## config.mk

```make
export PLATFORM = sky130hd
export DESIGN_NAME = instr_fetch
export DESIGN_NICKNAME = d
export VERILOG_FILES = /design/src/rtl/instr_fetch_pkg.sv /design/src/rtl/instr_fetch_program_counter.sv /design/src/rtl/instr_fetch.sv
export SDC_FILE = /design/constraint.sdc
export NUM_CORES = 1
export LEC_CHECK = 0
export BUFFER_PORTS_ARGS = -buffer_cell sky130_fd_sc_hd__buf_4
export CAP_MARGIN = 20
export CORE_AREA = 2 2 67 69
export CTS_BUF_LIST = sky130_fd_sc_hd__clkbuf_4
export CTS_CLUSTER_SIZE = 12
export DETAILED_ROUTE_END_ITERATION = 12
export DIE_AREA = 0 0 69 71
export GPL_TIMING_DRIVEN = 0
export PLACE_DENSITY = 0.74
export SLEW_MARGIN = 20
export SYNTH_ARGS = -nofsm -noshare
export SYNTH_HDL_FRONTEND = slang
export SYNTH_SLANG_ARGS = --single-unit
export TNS_END_PERCENT = 100
```

## constraint.sdc

```tcl
create_clock -name clock -period 1.4 [get_ports clock]
set_clock_uncertainty 0.15 [all_clocks]
set_input_delay 0.07 -clock clock [delete_from_list [all_inputs] [get_ports clock]]
set_output_delay 0.07 -clock clock [all_outputs]
set_load 0.02 [all_outputs]
```

## src/rtl/instr_fetch_pkg.sv

```systemverilog
// Shared definitions for the instruction fetch unit: widths, fetch FSM states and
// helpers that split an instruction word into its opcode and operand fields.
package instr_fetch_pkg;

    localparam int INSTR_W = 9;
    localparam int PC_W    = 10;
    localparam int OPC_W   = 3;

    typedef enum logic [1:0] {
        F_IDLE,
        F_WAIT,
        F_READ,
        F_DONE
    } fetch_state_t;

    typedef enum logic [OPC_W-1:0] {
        OP_0 = 3'd0,
        OP_1 = 3'd1,
        OP_2 = 3'd2,
        OP_3 = 3'd3,
        OP_4 = 3'd4,
        OP_5 = 3'd5,
        OP_6 = 3'd6,
        OP_7 = 3'd7
    } opcode_t;

    function automatic logic [OPC_W-1:0] opcode_of(input logic [INSTR_W-1:0] ir);
        return ir[INSTR_W-1:INSTR_W-OPC_W];
    endfunction

    function automatic logic [INSTR_W-OPC_W-1:0] operand_of(input logic [INSTR_W-1:0] ir);
        return ir[INSTR_W-OPC_W-1:0];
    endfunction

endpackage

```

## src/rtl/instr_fetch_program_counter.sv

```systemverilog
// Program counter: on load it points one past the address just fetched, wrapping
// naturally at 2^PCW.
module program_counter
    import instr_fetch_pkg::*;
#(
    parameter int PCW = PC_W
) (
    input  logic           clock,
    input  logic           reset,
    input  logic           load,
    input  logic [PCW-1:0] fetched_addr,
    output logic [PCW-1:0] pc
);

    logic [PCW-1:0] pc_q;
    logic [PCW-1:0] pc_d;

    always_comb begin
        pc_d = pc_q;
        if (load) begin
            pc_d = fetched_addr + 1'b1;
        end
    end

    always_ff @(posedge clock) begin
        if (reset) begin
            pc_q <= '0;
        end else begin
            pc_q <= pc_d;
        end
    end

    assign pc = pc_q;

endmodule

```

## src/rtl/instr_fetch.sv

```systemverilog
// Instruction fetch responder: answers nextIns from control by reading imem, latching
// the instruction register and advancing the PC, with branch redirect and status flags.
module instr_fetch
    import instr_fetch_pkg::*;
#(
    parameter int IW        = INSTR_W,
    parameter int PCW       = PC_W,
    parameter int LAST_ADDR = 1023
) (
    input  logic            clock,
    input  logic            reset,
    input  logic            start,
    input  logic            nextIns,
    input  logic            branch_req,
    input  logic [PCW-1:0]  branch_target,
    output logic            imem_re,
    output logic [PCW-1:0]  imem_addr,
    input  logic [IW-1:0]   imem_data,
    output logic [2:0]      instructions,
    output logic [IW-4:0]   operand,
    output logic [PCW-1:0]  pc,
    output logic            ins_valid,
    output logic            done,
    output logic            overrun
);

    fetch_state_t   state_q, state_d;
    logic           branch_pend_q, branch_pend_d;
    logic [PCW-1:0] br_addr_q, br_addr_d;
    logic [PCW-1:0] fetch_addr_q;
    logic [IW-1:0]  ir_q;
    logic           ins_valid_q;
    logic           done_q;
    logic           overrun_q;

    logic [PCW-1:0] fetch_addr;
    logic           take;
    logic           in_read;
    logic           is_last;

    assign in_read = (state_q == F_READ);
    assign is_last = (int'(fetch_addr_q) == LAST_ADDR);

    program_counter #(
        .PCW(PCW)
    ) u_pc (
        .clock       (clock),
        .reset       (reset),
        .load        (in_read),
        .fetched_addr(fetch_addr_q),
        .pc          (pc)
    );

    always_comb begin
        state_d    = state_q;
        imem_re    = 1'b0;
        imem_addr  = '0;
        take       = 1'b0;
        fetch_addr = branch_pend_q ? br_addr_q : pc;
        case (state_q)
            F_IDLE: begin
                if (start) begin
                    state_d = F_WAIT;
                end
            end
            F_WAIT: begin
                if (nextIns) begin
                    imem_re   = 1'b1;
                    imem_addr = fetch_addr;
                    take      = 1'b1;
                    state_d   = F_READ;
                end
            end
            F_READ: begin
                state_d = is_last ? F_DONE : F_WAIT;
            end
            default: begin
                state_d = F_DONE;
            end
        endcase
    end

    // A branch arriving with the fetch that consumes the old target re-arms the latch.
    always_comb begin
        branch_pend_d = branch_pend_q;
        br_addr_d     = br_addr_q;
        if (branch_req) begin
            branch_pend_d = 1'b1;
            br_addr_d     = branch_target;
        end else if (take) begin
            branch_pend_d = 1'b0;
        end
    end

    always_ff @(posedge clock) begin
        if (reset) begin
            state_q       <= F_IDLE;
            branch_pend_q <= 1'b0;
            br_addr_q     <= '0;
            fetch_addr_q  <= '0;
            ir_q          <= '0;
            ins_valid_q   <= 1'b0;
            done_q        <= 1'b0;
            overrun_q     <= 1'b0;
        end else begin
            state_q       <= state_d;
            branch_pend_q <= branch_pend_d;
            br_addr_q     <= br_addr_d;
            ins_valid_q   <= in_read;
            if (take) begin
                fetch_addr_q <= fetch_addr;
            end
            if (in_read) begin
                ir_q <= imem_data;
                if (is_last) begin
                    done_q <= 1'b1;
                end
                if (nextIns) begin
                    overrun_q <= 1'b1;
                end
            end
        end
    end

    assign instructions = opcode_of(ir_q);
    assign operand      = operand_of(ir_q);
    assign ins_valid    = ins_valid_q;
    assign done         = done_q;
    assign overrun      = overrun_q;

endmodule

```

## Yosys cells after proc, flatten, opt, wreduce, memory -nomap -nowiden

Cells that the tools add are included.

| cells by class | value |
|---|---|
| mux-type cells | 11 |
| equality and inequality tests | 5 |
| reduce and logical (&&, ||, !) cells | 5 |
| add/sub/neg operators | 1 |

Operator list:

| cell | count |
|---|---|
| two-way mux 10 bit | 3 |
| adder 10 x 1 -> 10 bit, second input constant | 1 |
| equality test 10 x 1 -> 1 bit, second input constant | 1 |
| two-way mux 2 bit | 3 |
| one-hot mux 2 bit (3 select lines) | 1 |
| AND reduction 2 bit | 3 |
| two-way mux 1 bit | 4 |
| inequality test 2 bit, second input constant | 2 |
| equality test 2 x 1 -> 1 bit, second input constant | 1 |
| equality test 2 bit, second input constant | 1 |
| logical NOT 2 bit | 1 |
| nonzero test 2 bit | 1 |

| word-level totals | value |
|---|---|
| word-level logic and storage cells | 31 |
| register bits | 45 |
| output and inout bits | 33 |

## Longest topological paths before layout

Gate-level depths: netlist of the first run.

| depth | value |
|---|---|
| depth in word-level cells | 4 |
| gate-level depth with buffers | 5 |
| depth with buffers taken out | 4 |

## By module

From an unflattened synthesis of the first run, not the netlist that was laid out.

| unflattened totals | value |
|---|---|
| cells, all modules | 211 |
| area, all modules | 1851.8 sq um |

By module, submodules not included:

| module | area an instance (sq um) | cells each | times used |
|---|---|---|---|
| instr_fetch | 1367.6 | 155 | 1 |
| program_counter | 484.2 | 56 | 1 |

## Worst setup path after synthesis of the first run

Ideal clock, no wire load.

| timing | value |
|---|---|
| kind | register to register |
| start point | reg fetch_addr_q[2] |
| end point | reg u_pc.pc_q[7], in the netlist u_pc.pc[7] |
| cell stages (with the launch flop) | 5 |
| setup time | 0.091 ns |
| required time | 1.159 ns |
| path buffers | 1 |
| setup slack | -0.111 ns |
| arrival time | 1.270 ns |
| cells stage by stage | dfxtp_1 clkbuf_2 nand3_2 or4_1 a311oi_1 |

| between the ends | value |
|---|---|
| longest elaborated chain between the ends | 1 |

Ends and longest elaborated chain:

| element | RTL line | source |
|---|---|---|
| start, declared | instr_fetch.sv:30 | `logic [PCW-1:0] fetch_addr_q;` |
| start signal, assigned | instr_fetch.sv:111 | `fetch_addr_q <= fetch_addr;` |
| adder 10 x 1 -> 10 bit | instr_fetch_program_counter.sv:21 | `pc_d = fetched_addr + 1'b1;` |
| end signal, assigned | instr_fetch_program_counter.sv:29 | `pc_q <= pc_d;` |
| end, declared | instr_fetch_program_counter.sv:15 | `logic [PCW-1:0] pc_q;` |

Every way passes these cells.
A chain may end at the register's enable or synchronous reset.

## Worst setup path in the final report of the first run

| timing | value |
|---|---|
| start point | reg state_q[1] |
| end point | out imem_addr[8] |

| between the ends | value |
|---|---|
| longest elaborated chain between the ends | 2 |

Ends and longest elaborated chain:

| element | RTL line | source |
|---|---|---|
| start, declared | instr_fetch.sv:27 | `fetch_state_t state_q, state_d;` |
| start signal, assigned | instr_fetch.sv:106 | `state_q <= state_d;` |
| equality test 2 x 1 -> 1 bit | instr_fetch.sv:60 | `case (state_q)` |
| two-way mux 10 bit | instr_fetch.sv:60 |  |
| end, declared | instr_fetch.sv:17 | `output logic [PCW-1:0] imem_addr,` |

Every way passes these cells.

==> flow_summary.ini, run 1 <==
[sta]
final.min_clock_period_ps = 1650
setup_viol = 20
worst_slack_ps = -251
max_slew.worst_pin.slew_ps = 634
finalMaxSlewViolations = 0
relSlewSlack = 0.577
min_period_over_period = 1.18
fmax_ghz = 0.606
rsz0062_at_grt = yes
finalHoldViolCount = 0
totalNegativeSetupSlack_ps = -3210

[floorplan]
fp.dieW_um = 69
start_util = 0.445
rows = 24
pin_count = 57
core_area_mm2 = 0.00420
dieArea_mm2 = 0.00490
die_h_um = 71

[yosys]
synth_simple_gate_area_frac = 0.200
ys_top_cells_by_count = dfxtp_1, nor2_1, nand2_1
synth_cells = 211
synthesis.area_mm2 = 0.00187
yosysWarnings = 0
synth_flop_cell = dfxtp_1
synth_most_common_cell = dfxtp_1
synth-seq-cells = 45
synth_top_family_by_area = simple AND/OR/NAND/NOR gates
synthMuxAreaShare = 0.107
synth_nets = 236
synth.top_cell.area_share = 0.482
synth_enable_flop_cells = 0
synth_top_area_cell = dfxtp_1
yosysSeqAreaShare = 0.482
netlist-cell-type-count = 32
async_flop_share = 0
syn_area_per_cell_um2 = 8.87
synth_compound_area_frac = 0.140
synth_xor_area_frac = 0.0140
synthTopCellsByArea = dfxtp_1, mux2i_1, nor2_1, a211oi_1, nand2_1
synthAdderAreaFrac = 0.00669

[place]
io_buffers = 55
post-place-ws_ps = -189
placed_cell_area_mm2 = 0.00238
dpl.hpwl_mm = 3.35
gp_congestion = 0.936

[critical_path]
worstPathArrival_ps = 1430
path_class = reg -> out
cp_data_required_time_ps = 1180
critPathMaxFanout = 5
cp-end-kind = output port
cp-start-kind = register

[power_and_ir_drop]
peakVddDrop_uv = 598
clockPowerShare = 0.252
power.switching_mw = 0.730
p_total_mw = 2.51
power_leakage_nw = 1.20
power.share.switching = 0.291
p_int_mw = 1.78
power_frac_seq = 0.555
combPwrFrac = 0.193
cellPowerDensity_mw_per_mm2 = 785

[drt]
ant_nets = 0
first_pass_iters = 4
vias = 1960
wirelength_mm = 5.95
drt_iter0_drc = 96
drcViolationCount = 0
vias_per_cell = 5.40
wl_per_cell_um = 16.4

[global_routing]
grt_pass1_vias = 1740
grt_pass1_wl_mm = 8.35
grt_max_degree = 15
grt_overflow = 0
antenna_found_initial = 0
grt.total_usage = 0.215

[layout]
drive_gt1_frac = 0.444
num_antenna_cells = 0
area_delta_synth_final_pct = 71.0
fin_area_mm2 = 0.00320
fin_nets = 335

[clock_network]
numCtsBuffers = 5
cts_tree = done
clock_path_buffers = 2
cts_root_buf = clkbuf_4
clk_pin_slew_ps = 140
clock-sinks = 45
htree_levels = 2
worst_skew_pair.late_latency_ps = 380

[worst_hold_path]
min_path_type = in -> reg

[flow_run]
max-cap-violations = 0

[outcome]
outcome = complete, but fails checks
violations = setup timing
==> layout by cell type, fill, tap and decap left out, types with 4 or more instances in the layout <==
cell type and n:
mux2i_4 10, a211oi_1 12, clkbuf_1 4, nand2_1 22, nor2_4 10, dlygate4sd3_1 23
clkbuf_4 5, buf_4 58, dfxtp_2 4, a311oi_2 4, nor2_1 32, buf_6 16
dfxtp_1 32, dfxtp_4 9, a21oi_1 14, buf_12 4, mux2i_1 10
==> state kept, by name, summed over array words and instances, names as in the netlist <==
| signal | count |
|---|---|
| br_addr_q | 10 |
| branch_pend_q | 1 |
| done | 1 |
| fetch_addr_q | 10 |
| ins_valid | 1 |
| ir_q | 9 |
| overrun | 1 |
| state_q | 2 |
| u_pc.pc | 10 |
==> metal layers <==
layer	global-route usage	up-vias	routed length (um)	part of all wire
met5	0	-	0	0
met3	0.0399	15	369	0.062
li1	-	937	-	-
met4	0.0697	0	171	0.029
met2	0.370	77	3100	0.52
met1	0.273	931	2310	0.39
==> cell type report <==
type | instances | area (um2)
multi-input combinational | 148 | 1160
fill | 275 | 1000
sequential | 45 | 940
timing repair buffer | 95 | 855
buffer | 13 | 121
tap | 52 | 65.1
clock buffer | 5 | 37.5
clock inverter | 3 | 17.5
inverter | 2 | 7.51
==> cells by family after synthesis <==
group                      count (synthesis)
and+or+nand+nor                           84
DFF                                       45
AOI/OAI and AO/OA                         40
muxes                                     20
buffers and inverters                     18
xor gates and xnor gates                   3
adders and majority gates                  1
==> worst max-delay path, cell delays in order (launching register included) <==
cell	delay (ps)
dfxtp_2	360
nand3b_1	170
buf_6	160
clkbuf_16	160
nor2_4	80
buf_6	120
==> power groups by stage <==
stage / logic, mW / registers [mW] / clock network (mW)
detailed placement: 0.287 / 1.41 / 0
CTS: 0.378 / 1.38 / 0.625
global route: 0.515 / 1.40 / 0.694
global placement: 0.282 / 1.41 / 0
floorplan: 0.168 / 1.41 / 0
finish: 0.484 / 1.39 / 0.633
==> per-stage QoR <==
step,utilization,std cells,hold WS (ps)
final,0.761,363,80.6
after floorplan,-,211,56.0
after detailed placement,0.567,318,131
after CTS,0.668,358,101
after global routing,0.761,363,101
after global placement,0.567,318,129
==> what timing repair did <==
item                                   CTS  global route
cloned                                   1             1
endpoints found under the hold margin   28             4
hold buffers                            23             2
pin swaps                                6            18
setup buffers                           10             5
setup endpoints to repair               38            31
resized for setup                       26            84
==> path summary, 6_finish.rpt <==
kind / endpoint / slack (ps) / cells after the start / from
setup / recovery: imem_addr[8] / -250 / 5 / state_q[1]
hold / removal: branch_pend_q / 80 / 5 / nextIns
setup reg to reg: fetch_addr_q[7] / -140 / 7 / state_q[1]
hold reg to reg: ir_q[0] / 310 / 2 / ir_q[0]
(Power assumes the default switching activity.)
==> inputs of run 2 (changes only) <==
- PLACE_DENSITY: 0.74 -> 0.79
- SKIP_LAST_GASP: unset -> 1
==> flow_summary.ini, run 2 (synthesis results as in run 1) <==
[clock_network]
cts_root_buf = clkbuf_4
clock_path_buffers = 2
cts_tree = done
numCtsBuffers = 5
clk_pin_slew_ps = 140
htree_levels = 2
worst_skew_pair.late_latency_ps = 370
clock-sinks = 45

[drt]
ant_nets = 0
first_pass_iters = 5
vias_per_cell = 5.63
vias = 2060
drcViolationCount = 0
drt_iter0_drc = 191
wirelength_mm = 6.77
wl_per_cell_um = 18.5

[critical_path]
cp-end-kind = output port
crit_buf_inv = 3
critical-path-slowest-cell = dfxtp_2
cp-start-kind = register
critPathMaxFanout = 10
path_class = reg -> out
critical_path.max_stage_delay_ps = 360
crit_chain = nand3b_1, inv_2, clkbuf_8, buf_4
worstPathArrival_ps = 1580
cp_top_family = buffers and inverters
cp_data_required_time_ps = 1180

[sta]
min_period_over_period = 1.29
setup_viol = 24
relSlewSlack = 0.596
final.min_clock_period_ps = 1800
fmax_ghz = 0.556
totalNegativeSetupSlack_ps = -6250
rsz0062_at_grt = yes
finalMaxSlewViolations = 0
worst_slack_ps = -399
max_slew.worst_pin.slew_ps = 606
finalHoldViolCount = 0

[place]
io_buffers = 55
dpl.hpwl_mm = 3.52
dpl.cell_count = 318
gp_congestion = 0.839

[layout]
num_antenna_cells = 0
drive_gt1_frac = 0.424
layout.cells.most_common_list = buf_4, dfxtp_1, nor2_1, nand2_1, dlygate4sd3_1
fin_nets = 338
stdcell_count = 366
nFillCells = 280
area_delta_synth_final_pct = 68.1
final_common_cell = buf_4

[global_routing]
grt_pass1_vias = 2019
grt_pass1_wl_mm = 9.52
grt.total_usage = 0.242
antenna_found_initial = 0
grt_overflow = 0
grt_max_degree = 15

[power_and_ir_drop]
peakVddDrop_uv = 687
cellPowerDensity_mw_per_mm2 = 911
power_leakage_nw = 1.23

[worst_hold_path]
min_path_type = in -> reg

[floorplan]
core_area_mm2 = 0.00420
rows = 24
pin_count = 57
fp.dieW_um = 69
start_util = 0.445
dieArea_mm2 = 0.00490
die_h_um = 71

[flow_run]
max-cap-violations = 0

[outcome]
outcome = complete, but fails checks
violations = setup timing
==> run 2: changes by cell type in the layout (fill, tap and decap cells not counted), moves of 2 or more <==
cell | before | now
dfxtp_2 | 4 | 7
buf_12 | 4 | 1
buf_4 | 58 | 61
mux2i_1 | 10 | 15
bufinv_16 | 0 | 2
buf_8 | 0 | 3
dfxtp_4 | 9 | 5
mux2i_4 | 10 | 1
mux2i_2 | 0 | 4
==> run 2: final timing paths <==
path,start,endpoint,slack [ps],depth (start not counted)
min reg2reg,ir_q[5],ir_q[5],320,2
max,state_q[1],imem_re,-400,4
max reg2reg,state_q[1],fetch_addr_q[3],-290,6
min,nextIns,branch_pend_q,280,5
==> run 2: final cells by class <==
| class | count | area (um2) | area share |
|---|---|---|---|
| multi-input combinational | 148 | 1050 | 0.333 |
| tap | 52 | 65.1 | 0.0207 |
| timing repair buffer | 98 | 872 | 0.277 |
| clock buffer | 5 | 37.5 | 0.0119 |
| clock inverter | 3 | 65.1 | 0.0207 |
| buffer | 13 | 120 | 0.0382 |
| inverter | 2 | 7.51 | 0.00239 |
| sequential | 45 | 928 | 0.295 |
==> run 2: layer usage <==
metal	vias up	share of wire	GRT usage
met2	94	0.53	0.428
li1	949	-	-
met4	0	0.022	0.0915
met1	998	0.39	0.281
met5	-	0	0
met3	19	0.057	0.0627
==> run 2: worst min-delay path: cells and delay by family <==
kind                   cells  cell delay (ps)
and+or+nand+nor            2              350
buffers and inverters      2              290
AOI/OAI and AO/OA          1               60
==> run 2: through the flow <==
| step | instance area (um2) | setup slack [ps] | total power [mW] | hold slack [ps] | util |
|---|---|---|---|---|---|
| CTS | 2970 | -274 | 2.78 | 37.8 | 0.707 |
| floorplan | 1900 | -29.5 | 1.57 | 56.0 | - |
| finish | 3140 | -399 | 2.86 | 277 | 0.748 |
| detailed placement | 2380 | -202 | 1.70 | 124 | 0.567 |
| global route | 3140 | -439 | 2.95 | 289 | 0.748 |
| global placement | 2380 | -135 | 1.69 | 125 | 0.567 |
==> run 2: power by group <==
group | switching, mW | internal, mW
logic | 0.224 | 0.240
clock network | 0.454 | 0.553
registers | 0.0601 | 1.33
==> run 2: timing repair <==
action,in CTS,in global routing
resized for setup,49,37
endpoints found under the setup margin,38,33
cloned,1,1
hold buffers,23,1
buffers inserted,13,5
hold endpoints to repair,27,1
pin swaps,3,20
==> inputs of run 3 (changes only) <==
- GPL_TIMING_DRIVEN: 0 -> unset
- MAX_ROUTING_LAYER: unset -> met4
==> flow_summary.ini, run 3 (synthesis results as in run 1) <==
[clock_network]
cts_root_buf = clkbuf_4
clock-sinks = 45
cts_tree = done
clk_pin_slew_ps = 140
htree_levels = 2
worst_skew_pair.late_latency_ps = 370
numCtsBuffers = 5
clock_path_buffers = 2

[floorplan]
pin_count = 57
rows = 24
dieArea_mm2 = 0.00490
die_h_um = 71
core_area_mm2 = 0.00420
start_util = 0.445
fp.dieW_um = 69

[critical_path]
critPathMaxFanout = 11
rr_worst_depth = 3
cp-end-kind = output port
path_class = reg -> out
cp_data_required_time_ps = 1180
timing.rr.start = fetch_addr_q[0]
cp-start-kind = register
r2r_setup_slack_ps = -50
rr_endpoint = u_pc.pc[9]
worstPathArrival_ps = 1370

[global_routing]
grt_pass1_wl_mm = 8.74
grt_pass1_vias = 1844
antenna_found_initial = 0
grt.total_usage = 0.230
grt_max_degree = 46
grt_overflow = 0

[layout]
final_util = 0.718
layout.cells.most_common_list = buf_4, nor2_1, dfxtp_1, dlygate4sd3_1, nand2_1
num_antenna_cells = 0
area_delta_synth_final_pct = 61.3
fin_nets = 336
final_common_cell = buf_4
drive_gt1_frac = 0.407

[worst_hold_path]
hold_depth = 3
hp-start = branch_req
holdPathEnd = br_addr_q[2]
min_path_type = in -> reg

[sta]
worst_slack_ps = -192
min_period_over_period = 1.14
holdWs_ps = -32.2
rsz0062_at_grt = yes
finalHoldViolCount = 5
finalMaxSlewViolations = 0
setup_viol = 14
fmax_ghz = 0.628
totalNegativeSetupSlack_ps = -2040
final.min_clock_period_ps = 1590
max_slew.worst_pin.slew_ps = 490
relSlewSlack = 0.673

[place]
gp_congestion = 0.821
io_buffers = 56
dpl.hpwl_mm = 3.30

[power_and_ir_drop]
power_leakage_nw = 1.21
cellPowerDensity_mw_per_mm2 = 872
peakVddDrop_uv = 632
p_total_mw = 2.63

[drt]
drt_iter0_drc = 118
ant_nets = 0
vias = 1943
wl_per_cell_um = 15.4
first_pass_iters = 5
vias_per_cell = 5.34
drcViolationCount = 0
wirelength_mm = 5.61

[outcome]
outcome = complete, but fails checks
violations = hold timing, setup timing

[flow_run]
max-cap-violations = 0
## run 3: metal layers
layer | wire length (um) | part of all wire | up-vias | GRT usage
met5 | 0 | 0 | - | -
met3 | 207 | 0.037 | 9 | 0.0385
met2 | 3000 | 0.53 | 60 | 0.380
li1 | - | - | 943 | -
met1 | 2320 | 0.41 | 931 | 0.283
met4 | 83 | 0.015 | 0 | 0.0871
## run 3: worst max-delay path by stage
stage	startpoint	endpoint	slack (ps)	depth (start not counted)
floorplan	fetch_addr_q[2]	u_pc.pc[9]	-30	4
global placement	fetch_addr_q[0]	u_pc.pc[9]	-2	3
detailed placement	fetch_addr_q[2]	u_pc.pc[8]	-80	4
CTS	state_q[1]	imem_addr[5]	-180	4
global route	branch_pend_q	imem_addr[6]	-240	4
finish	state_q[1]	imem_addr[5]	-190	4
## run 3: final cells by class
type / instances / area, um2
tap: 52 / 65.1
clock inverter: 2 / 33.8
timing repair buffer: 109 / 922
fill: 298 / 1190
clock buffer: 6 / 45.0
multi-input combinational: 148 / 1010
sequential: 45 / 932
inverter: 2 / 7.51
## run 3: report_power, final
group | total (mW) | switching [mW] | internal [mW]
Clock | 0.815 | 0.423 | 0.391
Sequential | 1.39 | 0.0562 | 1.33
Combinational | 0.429 | 0.191 | 0.238
Total | 2.63 | 0.671 | 1.96
## run 3: what timing repair did
action	in CTS	in global routing
setup buffers	3	2
resized for setup	20	25
setup endpoints to repair	17	25
pin swaps	2	7
hold buffers	32	1
hold endpoints to repair	25	1
## run 3: stage by stage
step	instance area, um2	cells	hold WS (ps)	worst slack (ps)
3_3_place_gp	2480	324	152	-1.51
6_report	3020	364	-32.2	-192
5_1_grt	3020	364	1.99	-243
4_1_cts	2960	367	7.33	-182
2_1_floorplan	1900	211	56.0	-29.5
3_5_place_dp	2480	324	163	-81.7
## run 3: worst max-delay path, stage by stage (launching register included)
cell	delay [ps]
dfxtp_2	360
nand3b_1	190
buf_6	170
nor2_2	120
buf_4	160
